==> config.mk <==
export PLATFORM = sky130hd
export DESIGN_NAME = load_store_unit
export DESIGN_NICKNAME = d
export VERILOG_FILES = /design/src/rtl/lsu_pkg.sv /design/src/rtl/lsu_align.sv /design/src/rtl/load_store_unit.sv
export SDC_FILE = /design/constraint.sdc
export NUM_CORES = 1
export LEC_CHECK = 0
export CAP_MARGIN = 40
export CORE_ASPECT_RATIO = 1.75
export CORE_MARGIN = 5
export CORE_UTILIZATION = 30
export DETAILED_ROUTE_END_ITERATION = 10
export GPL_TIMING_DRIVEN = 0
export PLACE_DENSITY = 0.95
export REMOVE_ABC_BUFFERS = 1
export SETUP_SLACK_MARGIN = 0.15
export SYNTH_ARGS = -nofsm -noshare
export SYNTH_HDL_FRONTEND = slang
export SYNTH_SLANG_ARGS = --single-unit
==> constraint.sdc <==
create_clock -name clk -period 4.2 [get_ports clk]
set_input_delay 0.63 -clock clk [delete_from_list [all_inputs] [get_ports clk]]
set_output_delay 0.63 -clock clk [all_outputs]
set_load 0.02 [all_outputs]
==> src/rtl/lsu_pkg.sv <==
// Shared definitions for the load/store unit: funct3 encodings, the FSM state type
// and helpers that decode access size and legality.
package lsu_pkg;

    localparam logic [2:0] F3_B  = 3'b000;
    localparam logic [2:0] F3_H  = 3'b001;
    localparam logic [2:0] F3_W  = 3'b010;
    localparam logic [2:0] F3_BU = 3'b100;
    localparam logic [2:0] F3_HU = 3'b101;

    typedef enum logic {
        ST_IDLE   = 1'b0,
        ST_SECOND = 1'b1
    } lsu_state_e;

    // Byte lanes touched by an access of the given size, before lane shifting.
    function automatic logic [3:0] size_mask(input logic [2:0] f3);
        logic [3:0] m;
        case (f3)
            F3_B, F3_BU: m = 4'b0001;
            F3_H, F3_HU: m = 4'b0011;
            F3_W:        m = 4'b1111;
            default:     m = 4'b0000;
        endcase
        return m;
    endfunction

    // Unsigned variants only make sense for loads.
    function automatic logic f3_legal(input logic [2:0] f3, input logic we);
        logic ok;
        case (f3)
            F3_B, F3_H, F3_W: ok = 1'b1;
            F3_BU, F3_HU:     ok = ~we;
            default:          ok = 1'b0;
        endcase
        return ok;
    endfunction

endpackage

==> src/rtl/lsu_align.sv <==
// Combinational lane logic: byte-mask and store-data shifting across a two-word window,
// and extraction plus sign/zero extension of load data from that window.
module lsu_align
    import lsu_pkg::*;
(
    input  logic [2:0]  i_funct3,
    input  logic [1:0]  i_off,
    input  logic [31:0] i_wdata,
    input  logic [63:0] i_rdata64,
    output logic [7:0]  o_mask8,
    output logic [63:0] o_data64,
    output logic [31:0] o_load_data
);

    logic [4:0]  w_shift;
    logic [31:0] w_raw;

    assign w_shift  = {i_off, 3'b000};
    assign o_mask8  = {4'b0000, size_mask(i_funct3)} << i_off;
    assign o_data64 = {32'h0000_0000, i_wdata} << w_shift;
    assign w_raw    = i_rdata64[w_shift +: 32];

    always_comb begin
        o_load_data = '0;
        case (i_funct3)
            F3_B:    o_load_data = {{24{w_raw[7]}}, w_raw[7:0]};
            F3_BU:   o_load_data = {24'h00_0000, w_raw[7:0]};
            F3_H:    o_load_data = {{16{w_raw[15]}}, w_raw[15:0]};
            F3_HU:   o_load_data = {16'h0000, w_raw[15:0]};
            F3_W:    o_load_data = w_raw;
            default: o_load_data = '0;
        endcase
    end

endmodule

==> src/rtl/load_store_unit.sv <==
// Load/store unit between execute and data memory. Define LSU_MISALIGN_SPLIT_EN to split
// misaligned accesses over two cycles; otherwise misaligned accesses are flagged on misalign_o.
//   state     | meaning
//   ST_IDLE   | decode new request; aligned access completes, split access issues low word
//   ST_SECOND | issue high word of a split access and merge it with the captured low word
module load_store_unit
    import lsu_pkg::*;
#(
    parameter int ADDR_W = 32
) (
    input  logic              clk,
    input  logic              rst_n,
    input  logic              req_valid_i,
    input  logic              req_we_i,
    input  logic [2:0]        funct3_i,
    input  logic [ADDR_W-1:0] addr_i,
    input  logic [31:0]       wdata_i,
    output logic [31:0]       load_data_o,
    output logic              stall_o,
    output logic              misalign_o,
    output logic [ADDR_W-1:0] mem_a_o,
    output logic [31:0]       mem_wd_o,
    output logic              mem_we_o,
    output logic [3:0]        mem_wmask_o,
    input  logic [31:0]       mem_rd_i
);

    lsu_state_e        r_state;
    lsu_state_e        w_state_nxt;
    logic [31:0]       r_lo_q;
    logic              w_capture;
    logic              w_access;
    logic              w_cross;
    logic [7:0]        w_mask8;
    logic [63:0]       w_data64;
    logic [63:0]       w_rdata64;
    logic [31:0]       w_align_load;
    logic [ADDR_W-1:0] w_base_a;

    assign w_access  = req_valid_i & f3_legal(funct3_i, req_we_i);
    assign w_cross   = |w_mask8[7:4];
    assign w_base_a  = {addr_i[ADDR_W-1:2], 2'b00};
    assign w_rdata64 = (r_state == ST_SECOND) ? {mem_rd_i, r_lo_q} : {32'h0000_0000, mem_rd_i};

    lsu_align u_align (
        .i_funct3    (funct3_i),
        .i_off       (addr_i[1:0]),
        .i_wdata     (wdata_i),
        .i_rdata64   (w_rdata64),
        .o_mask8     (w_mask8),
        .o_data64    (w_data64),
        .o_load_data (w_align_load)
    );

    always_comb begin
        w_state_nxt = ST_IDLE;
        w_capture   = 1'b0;
        stall_o     = 1'b0;
        misalign_o  = 1'b0;
        mem_a_o     = w_base_a;
        mem_wd_o    = w_data64[31:0];
        mem_wmask_o = 4'b0000;
        mem_we_o    = 1'b0;
        load_data_o = '0;
        if (r_state == ST_SECOND) begin
            // A dropped request aborts here; the low half is already committed.
            if (w_access) begin
                mem_a_o     = w_base_a + ADDR_W'(4);
                mem_wd_o    = w_data64[63:32];
                mem_wmask_o = w_mask8[7:4];
                mem_we_o    = req_we_i;
                load_data_o = req_we_i ? 32'h0000_0000 : w_align_load;
            end
        end else if (w_access) begin
            if (!w_cross) begin
                mem_wmask_o = w_mask8[3:0];
                mem_we_o    = req_we_i;
                load_data_o = req_we_i ? 32'h0000_0000 : w_align_load;
            end else begin
`ifdef LSU_MISALIGN_SPLIT_EN
                mem_wmask_o = w_mask8[3:0];
                mem_we_o    = req_we_i;
                stall_o     = 1'b1;
                w_capture   = 1'b1;
                w_state_nxt = ST_SECOND;
`else
                misalign_o  = 1'b1;
`endif
            end
        end
    end

    always_ff @(posedge clk or negedge rst_n) begin
        if (!rst_n) begin
            r_state <= ST_IDLE;
            r_lo_q  <= '0;
        end else begin
            r_state <= w_state_nxt;
            if (w_capture) begin
                r_lo_q <= mem_rd_i;
            end
        end
    end

endmodule

; ---- After elaboration in Yosys (flattened, before gate mapping)
; Index checks and enable logic that the tools add are counted.
; W data, S select, Z words.
[totals]
regBits = 0
output_inout_bits = 103
[classes]
n_eq_ne = 4
shifts = 3
n_mux = 12
n_bitwise = 2
n_reduce_logical = 6
[op_table]
columns = cell, n
row1 = $pmux W32 S5, 1
row2 = $mux W32, 3
row3 = $shiftx A64 B6 Y32, 1
row4 = $shl A32 B5 Y32, 1
row5 = $pmux W4 S3, 1
row6 = $mux W4, 2
row7 = $shl A4 B2 Y8, 1
row8 = $eq A3 B3 Y1 const B, 2
row9 = $reduce_or A2 Y1, 3
row10 = $mux W1, 4
row11 = $reduce_or A4 Y1, 1
row12 = $eq A3 B1 Y1 const B, 1
row13 = $eq A3 B2 Y1 const B, 1
row14 = $logic_not A3 Y1, 1
row15 = $reduce_or A3 Y1, 1
row16 = $pmux W1 S2, 1
row17 = $and A1 B1 Y1, 1
row18 = $not A1 Y1, 1

; ---- Logic depth before layout (Yosys ltp)
; Gate-level depths: netlist (run 1).
[depth]
depth_word = 7
depth_mapped = 7

; ---- Hierarchy
; Synthesis (run 1) repeated with hierarchy kept, for this count alone.
[hier_totals]
hier_cells = 385
area_unflattened_um2 = 3026.7
[by_module_without_submodules]
columns = module, instances, cells_each, area_each_um2
row1 = lsu_align, 1, 257, 2020.7
row2 = load_store_unit, 1, 128, 1006.0

; ---- Least setup slack after synthesis (run 1)
; No wires, ideal clock.
[synth_path]
path_type = in2out
startpoint = in addr_i[1]
endpoint = out load_data_o[6]
arrival_ns = 1.989
path_slack_ns = 1.581
cell_stages = 5
cell_sequence = and4b_1 a211oi_2 nand2_1 buf_2 a211oi_1
[synth_between]
elab_chain_cells = 5
word_cells_on_any_way = 7
[synth_rtl]
columns = element, line_no
row1 = start: declaration, load_store_unit.sv:16  ; input logic [ADDR_W-1:0] addr_i,
row2 = $shiftx A64 B6 Y32, lsu_align.sv:21  ; assign w_raw = i_rdata64[w_shift +: 32];
row3 = $pmux W32 S5, lsu_align.sv:25  ; case (i_funct3)
row4 = $mux W32, load_store_unit.sv:78  ; load_data_o = req_we_i ? 32'h0000_0000 : w_align_load;
row5 = $mux W32 (*), load_store_unit.sv:75  ; if (!w_cross) begin
row6 = $mux W32 (*), load_store_unit.sv:74  ; end else if (w_access) begin
row7 = end: declaration, load_store_unit.sv:18  ; output logic [31:0] load_data_o,
; Mark *: on every way between the ends. The rest lies on a longest branch, timed or not.

; ---- Final worst setup path (run 1)
[layout_path]
startpoint = in addr_i[0]
endpoint = out load_data_o[14]
; The elaborated chain is that of the path after synthesis.

==> flow_metrics.py, run 1 <==
metrics = {
    "route": {
        "wire_per_inst_um": 18.2,
        "final_antenna_net_count": 0,
        "wl_mm": 7.88,
        "route.vias.total": 2293,
        "remaining_drc_errors": 0,
        "drt_iter0_markers": 95,
        "drt_pre_antenna_iters": 4,
        "routed_via_density": 5.28,
    },
    "cells_and_area": {
        "area_delta_synth_final_pct": 72.2,
        "antennaDiodeCount": 0,
        "register_area_um2": 0,
        "nClkBuffers": 0,
        "finalNonFillerCells": 434,
        "nets": 463,
        "seq_cells": 0,
        "final_common_cell": "clkdlybuf4s50_1",
        "drive_gt1_share_pct": 4.19,
        "final_cell_mix": "clkdlybuf4s50_1, mux2i_1, nor2_1",
        "utilization_pct": 52.8,
        "fin_area_um2": 2930,
    },
    "yosys": {
        "synthCells": 266,
        "synth.distinct_cells": 36,
        "yosysTopAreaCell": "mux2i_1",
        "yosysSeqAreaShare_pct": 0,
        "syn_area_um2": 1700,
        "synth.area.top_cells": "mux2i_1, buf_4, a211oi_1",
        "syn_area_per_cell_um2": 6.39,
        "yosysWarnings": 0,
        "synth_top_area_share_pct": 20.0,
    },
    "sta": {
        "clock.fmax_mhz": 258,
        "setup_viol": 0,
        "slew_headroom_pct": 55.5,
        "period_share_pct": 92.2,
        "fin_tns_setup_ns": 0,
        "hold_viol": 0,
        "maxSlewViolCount": 0,
        "post-route-min-period_ns": 3.87,
        "worstMarginPinSlew_ns": 0.668,
        "setup_ws_ns": 0.328,
        "rsz0062_at_grt": "no",
    },
    "floorplan": {
        "die_h_um": 110,
        "coreArea_um2": 5540,
        "rows": 36,
        "start_util_pct": 30.7,
        "ioPinCount": 206,
        "fp.dieW_um": 66.9,
        "dieArea_um2": 7330,
    },
    "setup_path": {
        "cp_max_fo": 76,
        "cp.arrival_ns": 3.24,
        "crit_type": "in2out",
        "cp-start-kind": "input pin",
        "cp.required_ns": 3.57,
        "worstPathCellList": "buf_6 > mux2i_1 > mux2_4 > or4_1 > a21oi_1 > clkdlybuf4s50_1",
        "critPathSlowestCell": "clkdlybuf4s50_1",
        "end_kind": "primary output",
        "max_stage_delay_ns": 0.64,
    },
    "run_status": {
        "status": "completed",
    },
    "placed_design": {
        "place_hpwl_mm": 6.39,
        "place_inst": 433,
        "place_congestion": 0.806,
        "portBuffers": 141,
        "dp_slack_ns": -0.0815,
        "place_area_um2": 2890,
    },
    "global_route": {
        "grt_pass1_wl_mm": 11.4,
        "antenna_found_initial": 0,
        "grt_max_degree": 77,
        "track_usage_pct": 19.8,
        "grt_overflow": 0,
        "grt_pass1_vias": 2269,
    },
    "flow_run": {
        "max_cap_violations": 0,
    },
    "pwr": {
        "vdd_drop_max_uv": 130,
        "cellLeakagePower_uw": 0.00112,
        "power.density_nw_per_um2": 104,
    },
    "min_path": {
        "whs_path_depth": 0,
        "hold_path.class": "in2out",
    },
    "cts": {
        "hold_buffers": 0,
    },
}
[metal layers]
metal  vias to the layer above  global-route usage (%)  part of all wire, %
li1                       1087                       -                    -
met2                       153                    32.7                   47
met3                         6                    11.0                   14
met1                      1045                    22.8                   38
met4                         2                    1.31                 0.77
met5                         -                    4.69                 0.30
[synthesized netlist by cell type, types with 2 or more instances]
cell      instances
nor2b_1          16
o21ai_1           9
nand2b_1          2
nand2_1          26
nand3b_1          2
a21oi_2           4
and2_1           13
o21ai_0          18
and2_0            2
buf_4            35
a211oi_1         23
clkbuf_1          7
mux2i_1          34
nor4bb_1          2
nor2_1           27
a21oi_1          15
buf_2            12
[logic make-up (layout without fill, tap and decap cells)]
kind of cell / Yosys count / in the layout / share of synthesized area, %
buffers and inverters: 56 / 146 / 21.4
and+or+nand+nor: 99 / 99 / 29.7
muxes: 35 / 35 / 20.9
other: 1 / 3 / 0.221
AOI/OAI and AO/OA: 74 / 74 / 27.2
xor gates and xnor gates: 1 / 1 / 0.515
[power breakdown]
part | total, µW | internal, µW | switching [µW]
Clock | 0 | 0 | 0
Sequential | 0 | 0 | 0
Combinational | 303 | 157 | 147
Total | 303 | 157 | 147
[worst max-delay path: cells and delay by family]
family | cells | cell delay (ns)
AND/OR/NAND/NOR | 1 | 0.63
multiplexers | 2 | 0.59
AO/OA/AOI/OAI | 1 | 0.21
buffers and inverters | 2 | 1.13
[per-stage QoR]
stage / power, µW / hold slack, ns
floorplan: 121 / 1.26
global placement: 298 / 1.26
detailed placement: 301 / 1.26
CTS: 303 / 1.26
global route: 325 / 1.26
finish: 303 / 1.26
[layout make-up]
class	count	area (µm²)
well taps	76	95.1
fillers	523	2610
inverters	1	3.75
repair buffers	145	1460
multi-input cells	212	1370
[repair_timing]
item / 4_1_cts / 5_1_grt
pin swaps: 1 / 0
endpoints found under the setup margin: 28 / 7
resized for setup: 4 / 2
setup buffers: 1 / 0
[worst paths after layout]
path	from	end	slack [ns]
worst min-delay path	addr_i[30]	mem_a_o[30]	1.26
worst max-delay path	addr_i[0]	load_data_o[14]	0.33
(Power assumes the default switching activity.)
==> inputs of run 2 (changes only) <==
Settings changed: ABC_AREA set to 1, CAP_MARGIN 40 to unset, CORE_UTILIZATION 30 to 32, GPL_TIMING_DRIVEN 0 to 1.
==> run 2 against run 1 <==
Compared with the run above:
- synthesized cell count up 51%
- cell count rose by 31%
- total power grew 5.8%
- largest cell class unchanged
- core utilization fell by 1.2 points
- worst setup slack better by 0.34 ns
==> flow_metrics.py, run 2 <==
metrics = {
    "run_status": {
        "status": "completed",
    },
    "global_route": {
        "grt.busiest_layer": "met2",
        "grt_overflow": 0,
        "use_met2_pct": 35.2,
        "gr-usage-met1_pct": 23.8,
        "grt_pass1_wl_mm": 12.6,
        "grtUsageMet3_pct": 9.04,
        "grt_max_degree": 43,
        "antenna_found_initial": 0,
        "track_usage_pct": 20.7,
        "grt_pass1_vias": 2689,
    },
    "sta": {
        "setup_ws_ns": 0.668,
        "rsz0062_at_grt": "no",
        "slew_headroom_pct": 61.0,
        "post-route-min-period_ns": 3.53,
        "clock.fmax_mhz": 283,
        "fin_tns_setup_ns": 0,
        "maxSlewViolCount": 0,
        "period_share_pct": 84.1,
        "worstMarginPinSlew_ns": 0.582,
        "hold_viol": 0,
        "setup_viol": 0,
    },
    "pwr": {
        "power.switching_uw": 170,
        "clkPwrFrac_pct": 0,
        "cellLeakagePower_uw": 0.00139,
        "p_sw_share_pct": 52.9,
        "power_frac_seq_pct": 0,
        "vdd_drop_max_uv": 59.6,
        "power.density_nw_per_um2": 106,
        "p_comb_share_pct": 100.0,
        "internal-power_uw": 151,
    },
    "min_path": {
        "hold_path.class": "in2out",
    },
    "route": {
        "route.vias.total": 2846,
        "final_antenna_net_count": 0,
        "wl_mm": 8.54,
        "drt_iter0_markers": 156,
        "routed_via_density": 5.02,
        "remaining_drc_errors": 0,
        "drt_pre_antenna_iters": 5,
        "wire_per_inst_um": 15.1,
    },
    "placed_design": {
        "place_hpwl_mm": 6.77,
        "dp_slack_ns": 0.668,
        "place_congestion": 0.821,
        "portBuffers": 141,
    },
    "flow_run": {
        "max_cap_violations": 0,
    },
    "floorplan": {
        "start_util_pct": 33.0,
        "die_h_um": 113,
        "fp.dieW_um": 68.8,
        "coreArea_um2": 5880,
        "dieArea_um2": 7770,
        "ioPinCount": 206,
        "rows": 37,
    },
    "yosys": {
        "yosysWarnings": 0,
        "synth_top_family_by_area": "simple AND/OR/NAND/NOR gates",
        "synth_compound_area_share_pct": 15.5,
        "syn_area_per_cell_um2": 4.82,
        "yosysMostFrequentCell": "nand2_1",
        "synth.distinct_cells": 28,
        "muxShareOfSynthArea_pct": 3.10,
        "synthXorXnorAreaFrac_pct": 0,
        "synth-adder-area-share_pct": 0,
        "synth.area.top_cells": "nand2_1, nor2_1, buf_4",
        "synthCells": 402,
        "yosysSeqAreaShare_pct": 0,
        "synthTopCellsByCount": "nand2_1, nor2_1, buf_4",
        "synth_top_area_share_pct": 26.7,
        "yosysTopAreaCell": "nand2_1",
        "syn_area_um2": 1940,
        "synth-simple-area-share_pct": 54.2,
    },
    "setup_path": {
        "crit_type": "in2out",
        "cp_max_fo": 32,
        "cp.required_ns": 3.57,
        "end_kind": "primary output",
        "cp-start-kind": "input pin",
        "cp.arrival_ns": 2.90,
    },
    "cells_and_area": {
        "nets": 594,
        "fillCellCount": 611,
        "final_common_cell": "clkdlybuf4s50_1",
        "nClkBuffers": 0,
        "final_cell_mix": "clkdlybuf4s50_1, nand2_1, nor2_1",
        "seq_cells": 0,
        "register_area_um2": 0,
        "drive_gt1_share_pct": 3.89,
        "area_delta_synth_final_pct": 56.8,
        "antennaDiodeCount": 0,
    },
    "cts": {
        "cts_resized": 0,
        "hold_buffers": 0,
        "post_cts_buffers": 0,
    },
}
-- run 2: final timing paths --
path	start	to	slack, ns	depth (start not counted)
max	funct3_i[2]	load_data_o[18]	0.67	8
min	addr_i[8]	mem_a_o[8]	1.26	0
-- run 2: area by class of cell --
cell class	count	area, µm²	share of cell area [%]
repair buffers	145	1430	47.1
multi-input cells	321	1420	46.8
well taps	78	97.6	3.21
inverters	23	88.8	2.92
-- run 2: through the flow --
| step | utilization (%) | std cells | instance area (µm²) | hold slack [ns] | power [µW] |
|---|---|---|---|---|---|
| after floorplan | - | 344 | 1510 | 1.26 | 147 |
| after global placement | 51.7 | 567 | 3040 | 1.26 | 314 |
| after detailed placement | 51.7 | 567 | 3040 | 1.26 | 320 |
| after CTS | 51.7 | 567 | 3040 | 1.26 | 322 |
| after global routing | 51.7 | 567 | 3040 | 1.26 | 349 |
| final | 51.7 | 567 | 3040 | 1.26 | 321 |
-- run 2: cells by family (layout without fill, tap and decap cells) --
| family | after synthesis | count (layout) |
|---|---|---|
| simple gates | 257 | 257 |
| compound gates | 55 | 55 |
| mux | 6 | 6 |
| buf+inv | 83 | 168 |
| other cells | 1 | 3 |
-- run 2: critical path: stages --
cell             delay (ns)
clkdlybuf4s50_1        0.56
inv_1                  0.11
nand3_2                0.10
o21ai_1                0.10
nand2_2                0.15
nand2_2                0.35
nor2_1                 0.23
clkdlybuf4s50_1        0.65
-- run 2: power groups by stage --
stage / logic, µW / registers (µW) / clock network, µW
2_1_floorplan: 147 / 0 / 0
3_3_place_gp: 314 / 0 / 0
3_5_place_dp: 320 / 0 / 0
4_1_cts: 322 / 0 / 0
5_1_grt: 349 / 0 / 0
6_report: 321 / 0 / 0
-- run 2: metal layers --
| layer | wire length [µm] | vias to the layer above |
|---|---|---|
| li1 | - | 1412 |
| met1 | 3330 | 1253 |
| met2 | 4040 | 166 |
| met3 | 1020 | 13 |
| met4 | 115 | 2 |
| met5 | 24 | - |
==> inputs of run 3 (changes only) <==
Settings changed: CORE_UTILIZATION 32 to 27, PLACE_DENSITY 0.95 to 0.86.
Clock period 4.2 ns to 3.1 ns, I/O delays scaled along.
==> run 3 against run 2 <==
Compared with the run above:
- non-clock buffer count up 18
- count of clock-buffer cells in the layout is the same
- die area is 16% higher
- cell count rose by 4.6%
- wire length about the same
- sequential share of layout area stayed put
- largest cell class unchanged
==> flow_metrics.py, run 3 (same netlist as run 2, synthesis figures left out) <==
metrics = {
    "global_route": {
        "antenna_found_initial": 0,
        "grt_overflow": 0,
        "grt_max_degree": 37,
        "grt_pass1_vias": 2735,
        "grt_pass1_wl_mm": 12.9,
        "track_usage_pct": 17.8,
    },
    "sta": {
        "maxSlewViolCount": 0,
        "period_share_pct": 88.0,
        "post-route-min-period_ns": 2.73,
        "hold_viol": 0,
        "fin_tns_setup_ns": 0,
        "rsz0062_at_grt": "no",
        "fin_hold_ws_ns": 0.930,
        "clock.fmax_mhz": 367,
        "setup_viol": 0,
    },
    "pwr": {
        "p_sw_share_pct": 51.6,
        "power.switching_uw": 230,
        "cellLeakagePower_uw": 0.00199,
        "clkPwrFrac_pct": 0,
        "p_comb_share_pct": 100.0,
        "internal-power_uw": 216,
        "power_frac_seq_pct": 0,
        "power.density_nw_per_um2": 137,
        "vdd_drop_max_uv": 70.7,
    },
    "cells_and_area": {
        "fillCellCount": 745,
        "register_area_um2": 0,
        "antennaDiodeCount": 0,
        "drive_gt1_share_pct": 7.30,
        "area_delta_synth_final_pct": 68.5,
        "nClkBuffers": 0,
        "final_common_cell": "nand2_1",
        "finalNonFillerCells": 593,
        "nets": 612,
        "final_cell_mix": "nand2_1, clkdlybuf4s50_1, nor2_1",
        "seq_cells": 0,
    },
    "placed_design": {
        "place_hpwl_mm": 6.91,
        "portBuffers": 141,
        "place_congestion": 0.826,
        "place_inst": 586,
    },
    "floorplan": {
        "rows": 41,
        "die_h_um": 122,
        "coreArea_um2": 7130,
        "dieArea_um2": 9040,
        "start_util_pct": 27.2,
        "fp.dieW_um": 74.0,
        "ioPinCount": 206,
    },
    "setup_path": {
        "cp-start-kind": "input pin",
        "cp_max_fo": 6,
        "crit_type": "in2out",
        "end_kind": "primary output",
        "cp.arrival_ns": 2.26,
        "cp.required_ns": 2.63,
    },
    "route": {
        "remaining_drc_errors": 0,
        "wl_mm": 8.53,
        "drt_pre_antenna_iters": 4,
        "wire_per_inst_um": 14.4,
        "routed_via_density": 4.78,
        "final_antenna_net_count": 0,
        "route.vias.total": 2834,
        "drt_iter0_markers": 166,
    },
    "min_path": {
        "hold_path.class": "in2out",
    },
    "flow_run": {
        "max_cap_violations": 0,
    },
    "cts": {
        "hold_buffers": 0,
    },
    "run_status": {
        "status": "completed",
    },
}
[run 3: cell types whose count changed in the layout (fill, tap and decap cells not counted)]
cell	before	now
buf_12	0	2
buf_4	4	20
clkdlybuf4s50_1	139	106
dlygate4sd2_1	0	7
dlymetal6s2s_1	0	26
[run 3: what timing repair did]
item	4_1_cts	5_1_grt
pin swaps	0	2
endpoints found under the hold margin	0	0
setup buffers	0	7
setup endpoints to repair	7	25
gates resized for setup	7	26
[run 3: power by group through the flow]
stage	logic (µW)	registers (µW)	clock network (µW)
final	447	0	0
after global routing	490	0	0
after CTS	447	0	0
after detailed placement	446	0	0
after global placement	440	0	0
after floorplan	199	0	0
[run 3: layout make-up]
type	count	area [µm²]	area share, %
timing repair buffer	163	1650	50.5
tap	86	108	3.30
multi-input combinational	321	1420	43.5
inverter	23	88.8	2.72
[run 3: worst paths after layout]
path | start | endpoint | slack, ns | cells after the start
setup / recovery | funct3_i[2] | mem_wmask_o[0] | 0.37 | 8
hold / removal | addr_i[13] | mem_a_o[13] | 0.93 | 0
[run 3: stage by stage]
stage / cell area [µm²] / power [µW] / setup slack [ns] / utilization [%]
floorplan: 1510 / 199 / 0.931 / -
global placement: 3140 / 440 / 0.169 / 44.1
detailed placement: 3140 / 446 / 0.139 / 44.1
CTS: 3140 / 447 / 0.152 / 44.0
global route: 3270 / 490 / 0.202 / 45.8
finish: 3270 / 447 / 0.372 / 45.8
[run 3: critical path: stages]
cell and delay, ns:
clkdlybuf4s50_1 0.55, inv_1 0.11, nand3_2 0.11, o21ai_1 0.10, nand2_2 0.13, nand2_1 0.08, nor2_1 0.10, clkdlybuf4s50_1 0.61
[run 3: routing by layer]
layer	up-vias	track usage (%)	wire (µm)
li1	1443	-	-
met1	1238	21.4	3440
met2	143	30.2	4000
met3	8	7.02	981
met4	2	1.47	80
met5	-	3.09	33
